<file path="src/rtl/dm_arbiter_pkg.sv">
// Shared encodings for the data-memory arbiter: access sizes, FSM states, requester ids.
package dm_arbiter_pkg;

  localparam int NUM_REQ = 2;

  typedef enum logic [1:0] {
    SZ_BYTE = 2'b00,
    SZ_HALF = 2'b01,
    SZ_WORD = 2'b10,
    SZ_ILL  = 2'b11
  } size_e;

  typedef enum logic {
    ST_RR     = 1'b0,
    ST_LOCKED = 1'b1
  } state_e;

  typedef enum logic {
    ID_M0 = 1'b0,
    ID_M1 = 1'b1
  } id_e;

endpackage

</file>
<file path="src/rtl/dm_arbiter_req_decode.sv">
// Per-requester decode: byte address + size -> word address, byte enables, error.
module dm_req_decode
  import dm_arbiter_pkg::*;
#(
  parameter int          ADDR_W  = 12,
  parameter logic [31:0] DM_BASE = 32'h0000_0000
) (
  input  logic [31:0]       i_addr,
  input  logic [1:0]        i_size,
  output logic [ADDR_W-1:0] o_word_addr,
  output logic [3:0]        o_be,
  output logic              o_err
);

  logic w_oor;

  assign o_word_addr = i_addr[ADDR_W+1:2];
  assign w_oor       = (i_addr[31:ADDR_W+2] != DM_BASE[31:ADDR_W+2]);

  // Lane selection and alignment/range error; illegal size enables no lanes.
  always_comb begin
    o_be  = 4'b0000;
    o_err = w_oor;
    case (size_e'(i_size))
      SZ_WORD: begin
        o_be = 4'b1111;
        if (i_addr[1:0] != 2'b00) o_err = 1'b1;
      end
      SZ_HALF: begin
        o_be = i_addr[1] ? 4'b1100 : 4'b0011;
        if (i_addr[0]) o_err = 1'b1;
      end
      SZ_BYTE: o_be = 4'b0001 << i_addr[1:0];
      default: o_err = 1'b1;
    endcase
  end

endmodule

</file>
<file path="src/rtl/dm_arbiter.sv">
// Two-port arbiter in front of the single-port data memory, with M1 lock for atomic RMW.
module dm_arbiter
  import dm_arbiter_pkg::*;
#(
  parameter int          ADDR_W   = 12,
  parameter logic [31:0] DM_BASE  = 32'h0000_0000,
  parameter int          LOCK_MAX = 16,
  parameter int          CNT_W    = 16
) (
  input  logic              clk,
  input  logic              reset,
  input  logic              m0_req,
  input  logic              m0_we,
  input  logic [31:0]       m0_addr,
  input  logic [1:0]        m0_size,
  input  logic [31:0]       m0_wdata,
  output logic              m0_gnt,
  output logic              m0_rvalid,
  output logic [31:0]       m0_rdata,
  output logic              m0_err,
  input  logic              m1_req,
  input  logic              m1_we,
  input  logic [31:0]       m1_addr,
  input  logic [1:0]        m1_size,
  input  logic [31:0]       m1_wdata,
  input  logic              m1_lock,
  output logic              m1_gnt,
  output logic              m1_rvalid,
  output logic [31:0]       m1_rdata,
  output logic              m1_err,
  output logic [ADDR_W-1:0] dm_addr,
  output logic [31:0]       dm_wd,
  output logic              dm_memwr,
  output logic [3:0]        dm_be,
  input  logic [31:0]       dm_rd,
  output logic [CNT_W-1:0]  conflict_cnt
);

  localparam int LCNT_W = (LOCK_MAX > 1) ? $clog2(LOCK_MAX) : 1;

  logic [NUM_REQ-1:0]             w_req, w_we, w_gnt, w_err, w_stall;
  logic [NUM_REQ-1:0][31:0]       w_addr, w_wdata;
  logic [NUM_REQ-1:0][1:0]        w_size;
  logic [NUM_REQ-1:0][ADDR_W-1:0] w_waddr;
  logic [NUM_REQ-1:0][3:0]        w_be;
  logic                           w_any, w_sel;
  logic [CNT_W:0]                 w_cnt_sum;

  state_e                         r_state, w_state_nxt;
  id_e                            r_rr_ptr, w_ptr_nxt;
  logic [LCNT_W-1:0]              r_lcnt, w_lcnt_nxt;
  logic [NUM_REQ-1:0]             r_rvalid, r_err;
  logic [NUM_REQ-1:0][31:0]       r_rdata;
  logic [CNT_W-1:0]               r_conflict;

  assign w_req   = {m1_req,   m0_req};
  assign w_we    = {m1_we,    m0_we};
  assign w_addr  = {m1_addr,  m0_addr};
  assign w_size  = {m1_size,  m0_size};
  assign w_wdata = {m1_wdata, m0_wdata};

  for (genvar g = 0; g < NUM_REQ; g++) begin : g_dec
    dm_req_decode #(.ADDR_W(ADDR_W), .DM_BASE(DM_BASE)) u_dec (
      .i_addr      (w_addr[g]),
      .i_size      (w_size[g]),
      .o_word_addr (w_waddr[g]),
      .o_be        (w_be[g]),
      .o_err       (w_err[g])
    );
  end

  // Arbitration state, round-robin pointer and lock-hold counter.
  always_ff @(posedge clk or negedge reset) begin
    if (!reset) begin
      r_state  <= ST_RR;
      r_rr_ptr <= ID_M0;
      r_lcnt   <= '0;
    end else begin
      r_state  <= w_state_nxt;
      r_rr_ptr <= w_ptr_nxt;
      r_lcnt   <= w_lcnt_nxt;
    end
  end

  // Grant selection and next state; a locked M1 owns the port until unlock or timeout.
  always_comb begin
    w_gnt       = '0;
    w_state_nxt = r_state;
    w_ptr_nxt   = r_rr_ptr;
    w_lcnt_nxt  = r_lcnt;
    case (r_state)
      ST_RR: begin
        if (w_req[ID_M0] && (!w_req[ID_M1] || r_rr_ptr == ID_M0)) w_gnt[ID_M0] = 1'b1;
        else if (w_req[ID_M1])                                     w_gnt[ID_M1] = 1'b1;
        if (w_gnt[ID_M0]) w_ptr_nxt = ID_M1;
        if (w_gnt[ID_M1]) begin
          w_ptr_nxt = ID_M0;
          if (m1_lock) begin
            w_state_nxt = ST_LOCKED;
            w_lcnt_nxt  = '0;
          end
        end
      end
      ST_LOCKED: begin
        w_gnt[ID_M1] = w_req[ID_M1];
        w_lcnt_nxt   = r_lcnt + 1'b1;
        if (r_lcnt == LCNT_W'(LOCK_MAX - 1) || (w_gnt[ID_M1] && !m1_lock)) begin
          w_state_nxt = ST_RR;
          w_ptr_nxt   = ID_M0;
        end
      end
      default: w_state_nxt = ST_RR;
    endcase
  end

  // Memory port carries the granted side; idle port is all zero.
  assign w_any    = |w_gnt;
  assign w_sel    = w_gnt[ID_M1];
  assign dm_addr  = w_any ? w_waddr[w_sel] : '0;
  assign dm_be    = w_any ? w_be[w_sel]    : '0;
  assign dm_wd    = w_any ? w_wdata[w_sel] : '0;
  assign dm_memwr = w_any & w_we[w_sel] & ~w_err[w_sel];

  // Registered responses; rdata captures the pre-write word, zero on error.
  always_ff @(posedge clk or negedge reset) begin
    if (!reset) begin
      r_rvalid <= '0;
      r_err    <= '0;
      r_rdata  <= '0;
    end else begin
      for (int i = 0; i < NUM_REQ; i++) begin
        r_rvalid[i] <= w_gnt[i];
        r_err[i]    <= w_gnt[i] & w_err[i];
        r_rdata[i]  <= (w_gnt[i] && !w_err[i]) ? dm_rd : 32'h0;
      end
    end
  end

  assign w_stall   = w_req & ~w_gnt;
  assign w_cnt_sum = {1'b0, r_conflict} + {{CNT_W{1'b0}}, w_stall[0]} + {{CNT_W{1'b0}}, w_stall[1]};

  // Saturating count of requester-cycles spent waiting.
  always_ff @(posedge clk or negedge reset) begin
    if (!reset)              r_conflict <= '0;
    else if (w_cnt_sum[CNT_W]) r_conflict <= '1;
    else                     r_conflict <= w_cnt_sum[CNT_W-1:0];
  end

  assign m0_gnt       = w_gnt[ID_M0];
  assign m1_gnt       = w_gnt[ID_M1];
  assign m0_rvalid    = r_rvalid[ID_M0];
  assign m1_rvalid    = r_rvalid[ID_M1];
  assign m0_err       = r_err[ID_M0];
  assign m1_err       = r_err[ID_M1];
  assign m0_rdata     = r_rdata[ID_M0];
  assign m1_rdata     = r_rdata[ID_M1];
  assign conflict_cnt = r_conflict;

endmodule

</file>
<file path="config.mk">
export PLATFORM = sky130hd
export DESIGN_NAME = dm_arbiter
export DESIGN_NICKNAME = d
export VERILOG_FILES = /design/src/rtl/dm_arbiter_pkg.sv /design/src/rtl/dm_arbiter_req_decode.sv /design/src/rtl/dm_arbiter.sv
export SDC_FILE = /design/constraint.sdc
export NUM_CORES = 1
export LEC_CHECK = 0
export CAP_MARGIN = 20
export CORE_MARGIN = 2
export CORE_UTILIZATION = 25
export CTS_BUF_LIST = sky130_fd_sc_hd__clkbuf_8
export CTS_CLUSTER_DIAMETER = 100
export CTS_CLUSTER_SIZE = 8
export DETAILED_ROUTE_END_ITERATION = 8
export PLACE_DENSITY = 0.6
export SLEW_MARGIN = 15
export SYNTH_ARGS = -nofsm -noshare
export SYNTH_HDL_FRONTEND = slang
export SYNTH_SLANG_ARGS = --single-unit
</file>
<file path="constraint.sdc">
create_clock -name clk -period 5.4 [get_ports clk]
set_clock_uncertainty 0.1 [all_clocks]
set_input_delay 0.54 -clock clk [delete_from_list [all_inputs] [get_ports clk]]
set_output_delay 0.54 -clock clk [all_outputs]
set_load 0.005 [all_outputs]
</file>
==> out/results.tsv, run 1 <==
metric	value	unit
diodes	0	
synth_cell_types	35	
synth_warnings	0	
netlist.area_leader.share	0.533	
critPathSlowestCell	clkdlybuf4s50_1	
ant_nets	0	
total_leakage_power	3.27	nW
start_util	0.256	
setup_violations	0	
worstMarginPinSlew	0.847	ns
std_cell_rows	47	
fin_total_pwr	2.08	mW
avgSynthCellArea	9.82	um2
synth_area_leaders	dfrtp_1, a22o_1, nand2_1	
numPortBuffers	305	
synthTopCellsByCount	dfrtp_1, nand2_1, nor2_1	
grt_max_degree	82	
fin_ws	1.54	ns
cts_num_sinks	90	
post_cts_buffers	0	
yosysSeqAreaShare	0.533	
cts_max_path_buffers	2	
cts_buffers	9	
hold_viol	0	
max_stage_delay	0.56	ns
coreArea	16500	um2
gp_congestion	0.809	
cts_max_level	3	
place_ws	1.54	ns
holdWs	0.446	ns
end_kind	output pin	
die-area	18000	um2
die_x	134	um
syn-instance-count	430	
cts_tree	done	
synth.most_common_cell	dfrtp_1	
antenna_found_initial	0	
cp.arrival	3.22	ns
ys_async_sr_fraction	1.00	
grt_pass1_vias	4548	
final_nets	908	
ys_ff_latch	90	
grt_pass1_wl	25.3	mm
drv_slew	0	
fin_util	0.468	
root_buffer	clkbuf_8	
path_class	input port to output pin	
finalSetupTns	0	ns
synth_edf_count	0	
crit_top_cell	clkdlybuf4s50_1	
powerDensity	269	nW/um2
wl	16.5	mm
peakVddDrop	0.114	mV
worstPathCellList	clkdlybuf4s50_1 > inv_1 > ha_1 > nor2_1 > a31oi_1 > a2111o_1 > buf_4 > o32ai_2 > clkdlybuf4s50_1	
synthFlopType	dfrtp_1	
area_delta_synth_final	82.9	%
cap_violations	0	
yosysTopAreaCell	dfrtp_1	
critPathRequiredTime	4.76	ns
fin_crit_sh	0.714	
relSlewSlack	0.436	
layout-drive-gt1-share	0.0546	
io_pins	306	
drtIter0Drc	163	
fmax	259	MHz
rsz0062_at_grt	false	
cts.clk_slew.worst_paths	0.10	ns
period_needed	3.86	ns
drt-wirelength-per-cell	17.4	um
outcome	finished, final reports clean	
num_vias	4331	
syn-num-nets	610	
synth.cell_area	4220	um2
die_y	134	um
viasPerCell	4.54	
route.detailed.drc	0	
first_pass_iters	6	
grt_use_total	0.184	
hold_path_class	input port to asynchronous set/reset pin	
start_kind	input port	
grt_remaining_overflow	0	
place_hpwl	12.9	mm
clock_latency	0.36	ns
path_max_fanout	34	
[cells in the final DEF (no fill, tap or decap), drive strengths merged, types with 6 or more instances in the layout]
cell           netlist  final
dfrtp               90     90
xnor2                6      6
a22o                47     47
clkdlybuf4s50        0    304
a21oi                8      8
nor2                75     75
nand3               12     12
nor4                 9      9
o21ai                8      8
clkbuf               8      9
buf                 18      8
ha                   8      8
nand2               81     81
inv                 11     13
[stage by stage]
stage               std cells  instance area, um2
global route              953                7730
global placement          935                7470
detailed placement        935                7470
finish                    953                7730
CTS                       952                7700
floorplan                 430                4220
[what timing repair did]
item	CTS	global route
hold buffers	1	0
resized for setup	0	0
endpoints found under the hold margin	10	0
[final cells by class]
type	instances	area (um2)
fill	1535	8800
timing repair buffer	313	3150
sequential	90	2250
multi-input combinational	303	1790
tap	220	275
clock buffer	9	124
clock inverter	7	100
inverter	11	41.3
[where the power goes]
part / total (mW) / switching, mW / internal [mW]
clock network: 0.514 / 0.249 / 0.265
registers: 0.796 / 0.0638 / 0.732
logic: 0.768 / 0.311 / 0.457
[per-layer routing]
metal / track usage / part of all wire / up-vias / wire length, um
met4: 0.0697 / 0.030 / 0 / 503
met2: 0.329 / 0.52 / 218 / 8560
met1: 0.204 / 0.37 / 2034 / 6040
li1: - / - / 2053 / -
met5: 0 / 0 / - / 0
met3: 0.0593 / 0.087 / 26 / 1440
[worst max-delay path, delay by kind of cell]
kind,cells,cell delay [ns]
adder cells (fa/ha/maj),1,0.31
AO/OA/AOI/OAI,3,0.75
AND/OR/NAND/NOR,1,0.14
buffers and inverters,4,1.46
[worst paths after layout]
kind | start | cells past startpoint | end | slack [ns]
min reg2reg | r_lcnt[1] | 1 | r_lcnt[1] | 0.45
max in group asynchronous | reset | 4 | m1_rdata[10] | 3.85
min in group clk | r_lcnt[1] | 1 | r_lcnt[1] | 0.45
min | reset | 2 | conflict_cnt[8] | 0.45
max reg2reg | r_state | 8 | conflict_cnt[1] | 2.75
max | m1_size[1] | 9 | dm_memwr | 1.54
[flip-flops by register name, indices dropped and copies added (netlist names)]
name,cells
m0_rdata,32
m1_rdata,32
conflict_cnt,16
r_lcnt,4
r_err,2
r_rvalid,2
r_rr_ptr,1
r_state,1
[logic make-up (layout without fill, tap and decap cells)]
| group | count (synthesis) | count (layout) | share of synthesized area |
|---|---|---|---|
| simple gates | 198 | 198 | 0.206 |
| fa+ha+maj | 9 | 9 | 0.0284 |
| buf+inv | 37 | 340 | 0.0465 |
| xor+xnor | 11 | 11 | 0.0228 |
| compound gates | 79 | 79 | 0.147 |
| flops | 90 | 90 | 0.533 |
| mux | 6 | 6 | 0.0157 |
Note: power is estimated with default switching activity, not from simulation.
==> run 2: changes to the inputs <==
==> constraint.sdc (replaced) <==
create_clock -name clk -period 3.6 [get_ports clk]
set_clock_uncertainty 0.1 [all_clocks]
set_input_delay 0.36 -clock clk [delete_from_list [all_inputs] [get_ports clk]]
set_output_delay 0.36 -clock clk [all_outputs]
set_load 0.005 [all_outputs]
==> run 2 against run 1 <==
Compared with the run above:
- routed wire length up 2.8%
- critical path type unchanged
- count of clock-buffer cells in the layout is 1 higher
- sequential power is 51% higher
- die area did not move
- worst hold slack lost 0.0065 ns
- utilization down 0.16 points
- critical endpoint unchanged
==> out/results.tsv, run 2 (same netlist as run 1, synthesis figures left out) <==
metric	value	unit
fmax	303	MHz
final_nets	908	
num_vias	4365	
end_kind	output pin	
place_hpwl	13.1	mm
die_y	134	um
cts_max_level	3	
std_cell_rows	47	
grt_max_degree	84	
holdWs	0.439	ns
fin_ws	0.305	ns
area_delta_synth_final	82.3	%
hold_viol	0	
root_buffer	clkbuf_8	
crit_top_cell	clkdlybuf4s50_1	
cts_max_path_buffers	2	
numPortBuffers	305	
cts_buffers	9	
die-area	18000	um2
powerDensity	398	nW/um2
gp_congestion	0.844	
grt_pass1_wl	26.0	mm
clock_latency	0.36	ns
cap_violations	0	
worst-path-stages	8	
drt-wirelength-per-cell	17.8	um
setup_violations	0	
max_stage_delay	0.56	ns
die_x	134	um
total_leakage_power	3.27	nW
mostFrequentLayoutCells	clkdlybuf4s50_1, dfrtp_1, nand2_1, nor2_1, a22o_1	
cp.arrival	2.84	ns
outcome	finished, final reports clean	
path_max_fanout	5	
grt_remaining_overflow	0	
postLayoutCellArea	7700	um2
period_needed	3.30	ns
start_util	0.256	
io_pins	306	
antenna_found_initial	1	
wl	17.0	mm
rsz0062_at_grt	false	
hold_path_class	input port to asynchronous set/reset pin	
fin_cells	954	
drv_slew	0	
ant_nets	0	
viasPerCell	4.58	
coreArea	16500	um2
peakVddDrop	0.189	mV
critPathSlowestCell	clkdlybuf4s50_1	
fin_total_pwr	3.06	mW
cts.clk_slew.worst_paths	0.10	ns
start_kind	input port	
cts_tree	done	
placed_cells	936	
cts_num_sinks	90	
layout_commonest_cell	clkdlybuf4s50_1	
grt_use_total	0.187	
path_class	input port to output pin	
placed_cell_area	7490	um2
fin_crit_sh	0.915	
place_ws	0.310	ns
worstMarginPinSlew	0.605	ns
critPathBufInv	3	
first_pass_iters	6	
critPathRequiredTime	3.14	ns
drtIter0Drc	212	
r2r_cells	8	
fin_util	0.466	
relSlewSlack	0.596	
layout-drive-gt1-share	0.0546	
route.detailed.drc	0	
worstPathCellList	clkdlybuf4s50_1 > inv_1 > ha_1 > nor2_1 > a31oi_1 > a2111o_1 > o32ai_2 > clkdlybuf4s50_1	
crit_family	buffers and inverters	
grt_pass1_vias	4676	
finalSetupTns	0	ns
==> run 2: changes by cell type in the layout (fill, tap and decap cells not counted), sizes merged <==
cell	delta
bufinv	-1
clkbuf	+1
clkinv	+3
clkinvlp	-2
diode	+1
inv	-1
==> run 2: path summary, 6_finish.rpt <==
kind | start | to | slack, ns
max in group asynchronous | reset | m1_rdata[7] | 2.21
worst min register to register | r_lcnt[1] | r_lcnt[1] | 0.44
min in group clk | r_lcnt[1] | r_lcnt[1] | 0.44
worst max register to register | r_state | conflict_cnt[0] | 1.00
worst max-delay path | m1_size[1] | dm_memwr | 0.30
worst min-delay path | reset | conflict_cnt[14] | 0.44
==> run 2: area by class of cell <==
class | count | area, um2
fill | 1523 | 8820
timing repair buffer | 313 | 3140
sequential | 90 | 2250
multi-input combinational | 303 | 1790
tap | 220 | 275
clock buffer | 10 | 138
clock inverter | 6 | 65.1
inverter | 11 | 41.3
antenna | 1 | 2.50
==> run 2: metal layers <==
metal	routed length, um	vias up	share of wire	track usage
li1	-	2058	-	-
met1	6350	2073	0.37	0.213
met2	8730	211	0.51	0.335
met3	1370	23	0.081	0.0525
met4	541	0	0.032	0.0691
met5	0	-	0	0
==> run 2: worst reg2reg max path, delay by kind of cell, from the launching register on <==
family,cells,cell delay (ns)
AND/OR/NAND/NOR,5,1.18
AO/OA/AOI/OAI,1,0.28
adder cells (fa/ha/maj),2,0.47
flip-flops,1,0.51
==> run 2: what timing repair did <==
item,CTS,global route
resized for setup,0,0
hold buffers,1,0
setup buffers,0,0
endpoints found under the hold margin,47,0
==> run 2: report_power, final <==
group	switching [mW]	internal [mW]	total [mW]
Clock	0.361	0.342	0.703
Sequential	0.0992	1.10	1.20
Combinational	0.474	0.687	1.16
Total	0.934	2.13	3.06
==> run 3: changes to the inputs <==
--- a/config.mk
+++ b/config.mk
@@ -13,6 +13,7 @@
 export CTS_CLUSTER_SIZE = 8
 export DETAILED_ROUTE_END_ITERATION = 8
 export PLACE_DENSITY = 0.6
+export RECOVER_POWER = 100
 export SLEW_MARGIN = 15
 export SYNTH_ARGS = -nofsm -noshare
 export SYNTH_HDL_FRONTEND = slang
==> run 3 against run 2 <==
Compared with the run above:
- non-clock buffer count stayed put
- worst hold slack hardly changed
- die area stayed put
- maximum frequency is 2.0% lower
- routed wire length is 0.11% lower
- count of clock-buffer cells in the layout stayed put
- final cell count stayed put
- critical path type unchanged
- largest cell class unchanged
==> out/results.tsv, run 3 (same netlist as run 1, synthesis figures left out) <==
metric	value	unit
outcome	finished, final reports clean	
std_cell_rows	47	
cts.clk_slew.worst_paths	0.08	ns
r2r-end	conflict_cnt[2]	
path_max_fanout	5	
drv_slew	0	
placed_cell_area	7490	um2
rsz0062_at_grt	false	
grt_pass1_vias	4676	
min_path_cells	1	
num_vias	4357	
hold_path_class	flip-flop to flip-flop	
relSlewSlack	0.217	
total_leakage_power	3.60	nW
min_to	r_lcnt[1]	
fin_total_pwr	2.98	mW
io_pins	306	
die_y	134	um
ff2ff_setup_slack	0.70	ns
final_nets	908	
gp_congestion	0.844	
max_stage_delay	0.63	ns
area_delta_synth_final	81.6	%
cts.repair.resized	0	
cap_violations	0	
drtIter0Drc	210	
root_buffer	clkbuf_8	
hold_viol	0	
path_class	input port to output pin	
wl	17.0	mm
cts_max_path_buffers	2	
coreArea	16500	um2
cts_max_level	3	
grt_max_degree	84	
setup_violations	0	
powerDensity	388	nW/um2
layout_commonest_cell	clkdlybuf4s50_1	
crit_family	buffers and inverters	
r2r-start	r_state	
layout-drive-gt1-share	0.0491	
numPortBuffers	305	
period_needed	3.36	ns
start_kind	input port	
grt_remaining_overflow	0	
drt-wirelength-per-cell	17.8	um
holdWs	0.439	ns
postLayoutCellArea	7670	um2
start_util	0.256	
cts_tree	done	
clock_latency	0.36	ns
critPathBufInv	3	
cp.arrival	2.90	ns
worstMarginPinSlew	1.17	ns
end_kind	output pin	
die-area	18000	um2
grt_use_total	0.187	
finalSetupTns	0	ns
cts_num_sinks	90	
antenna_found_initial	1	
mostFrequentLayoutCells	clkdlybuf4s50_1, dlygate4sd3_1, dfrtp_1, nand2_1, nor2_1	
first_pass_iters	4	
place_hpwl	13.1	mm
peakVddDrop	0.189	mV
fin_crit_sh	0.934	
critPathSlowestCell	dlygate4sd3_1	
hp-start	r_lcnt[1]	
ant_nets	0	
grt_pass1_wl	26.0	mm
r2r_cells	8	
die_x	134	um
route.detailed.drc	0	
worstPathCellList	dlygate4sd3_1 > inv_1 > ha_1 > nor2_1 > a31oi_1 > a2111o_1 > o32ai_2 > clkdlybuf4s50_1	
critPathRequiredTime	3.14	ns
cts_buffers	9	
fmax	297	MHz
viasPerCell	4.57	
run 3: timing repair:
item	in CTS	in global routing
buffers inserted	0	0
hold buffers	1	0
hold endpoints to repair	47	0
run 3: per-layer routing:
| metal | up-vias | share of wire | track usage | wire (um) |
|---|---|---|---|---|
| li1 | 2053 | - | - | - |
| met3 | 23 | 0.082 | 0.0525 | 1400 |
| met5 | - | 0 | 0 | 0 |
| met2 | 220 | 0.52 | 0.335 | 8750 |
| met1 | 2061 | 0.37 | 0.213 | 6290 |
| met4 | 0 | 0.032 | 0.0691 | 541 |
run 3: report_power, final:
group / switching [mW] / leakage, nW / internal (mW)
clock: 0.361 / 0.108 / 0.342
sequential: 0.0957 / 1.23 / 1.10
combinational: 0.468 / 2.26 / 0.613
run 3: worst max path at each step:
stage                    start         endpoint  cells past startpoint
finish              m1_size[1]         dm_memwr                      8
global route        m1_size[1]         dm_memwr                      8
CTS                 m1_size[1]         dm_memwr                      8
detailed placement  m1_size[1]         dm_memwr                      8
global placement    m1_size[1]         dm_memwr                      8
floorplan              r_state  conflict_cnt[1]                     12
run 3: per-stage QoR:
stage / setup WS, ns / cells / util
final: 0.239 / 954 / 0.464
after global routing: 0.121 / 954 / 0.464
after CTS: 0.306 / 953 / 0.466
after detailed placement: 0.310 / 936 / 0.453
after global placement: 0.395 / 936 / 0.453
after floorplan: 0.810 / 430 / -
run 3: layout make-up:
type,instances,area [um2]
Clock inverter,6,65.1
Antenna cell,1,2.50
Sequential cell,90,2250
Clock buffer,10,138
Multi-Input combinational cell,303,1790
Timing Repair Buffer,313,3110
Tap cell,220,275
Fill cell,1531,8850
Inverter,11,41.3
run 3: worst register-to-register path: cells and delay by family, from the launching register on:
family | cells | cell delay, ns
AND/OR/NAND/NOR | 5 | 1.20
AO/OA/AOI/OAI | 1 | 0.28
adder cells (fa/ha/maj) | 2 | 0.67
flip-flops | 1 | 0.51
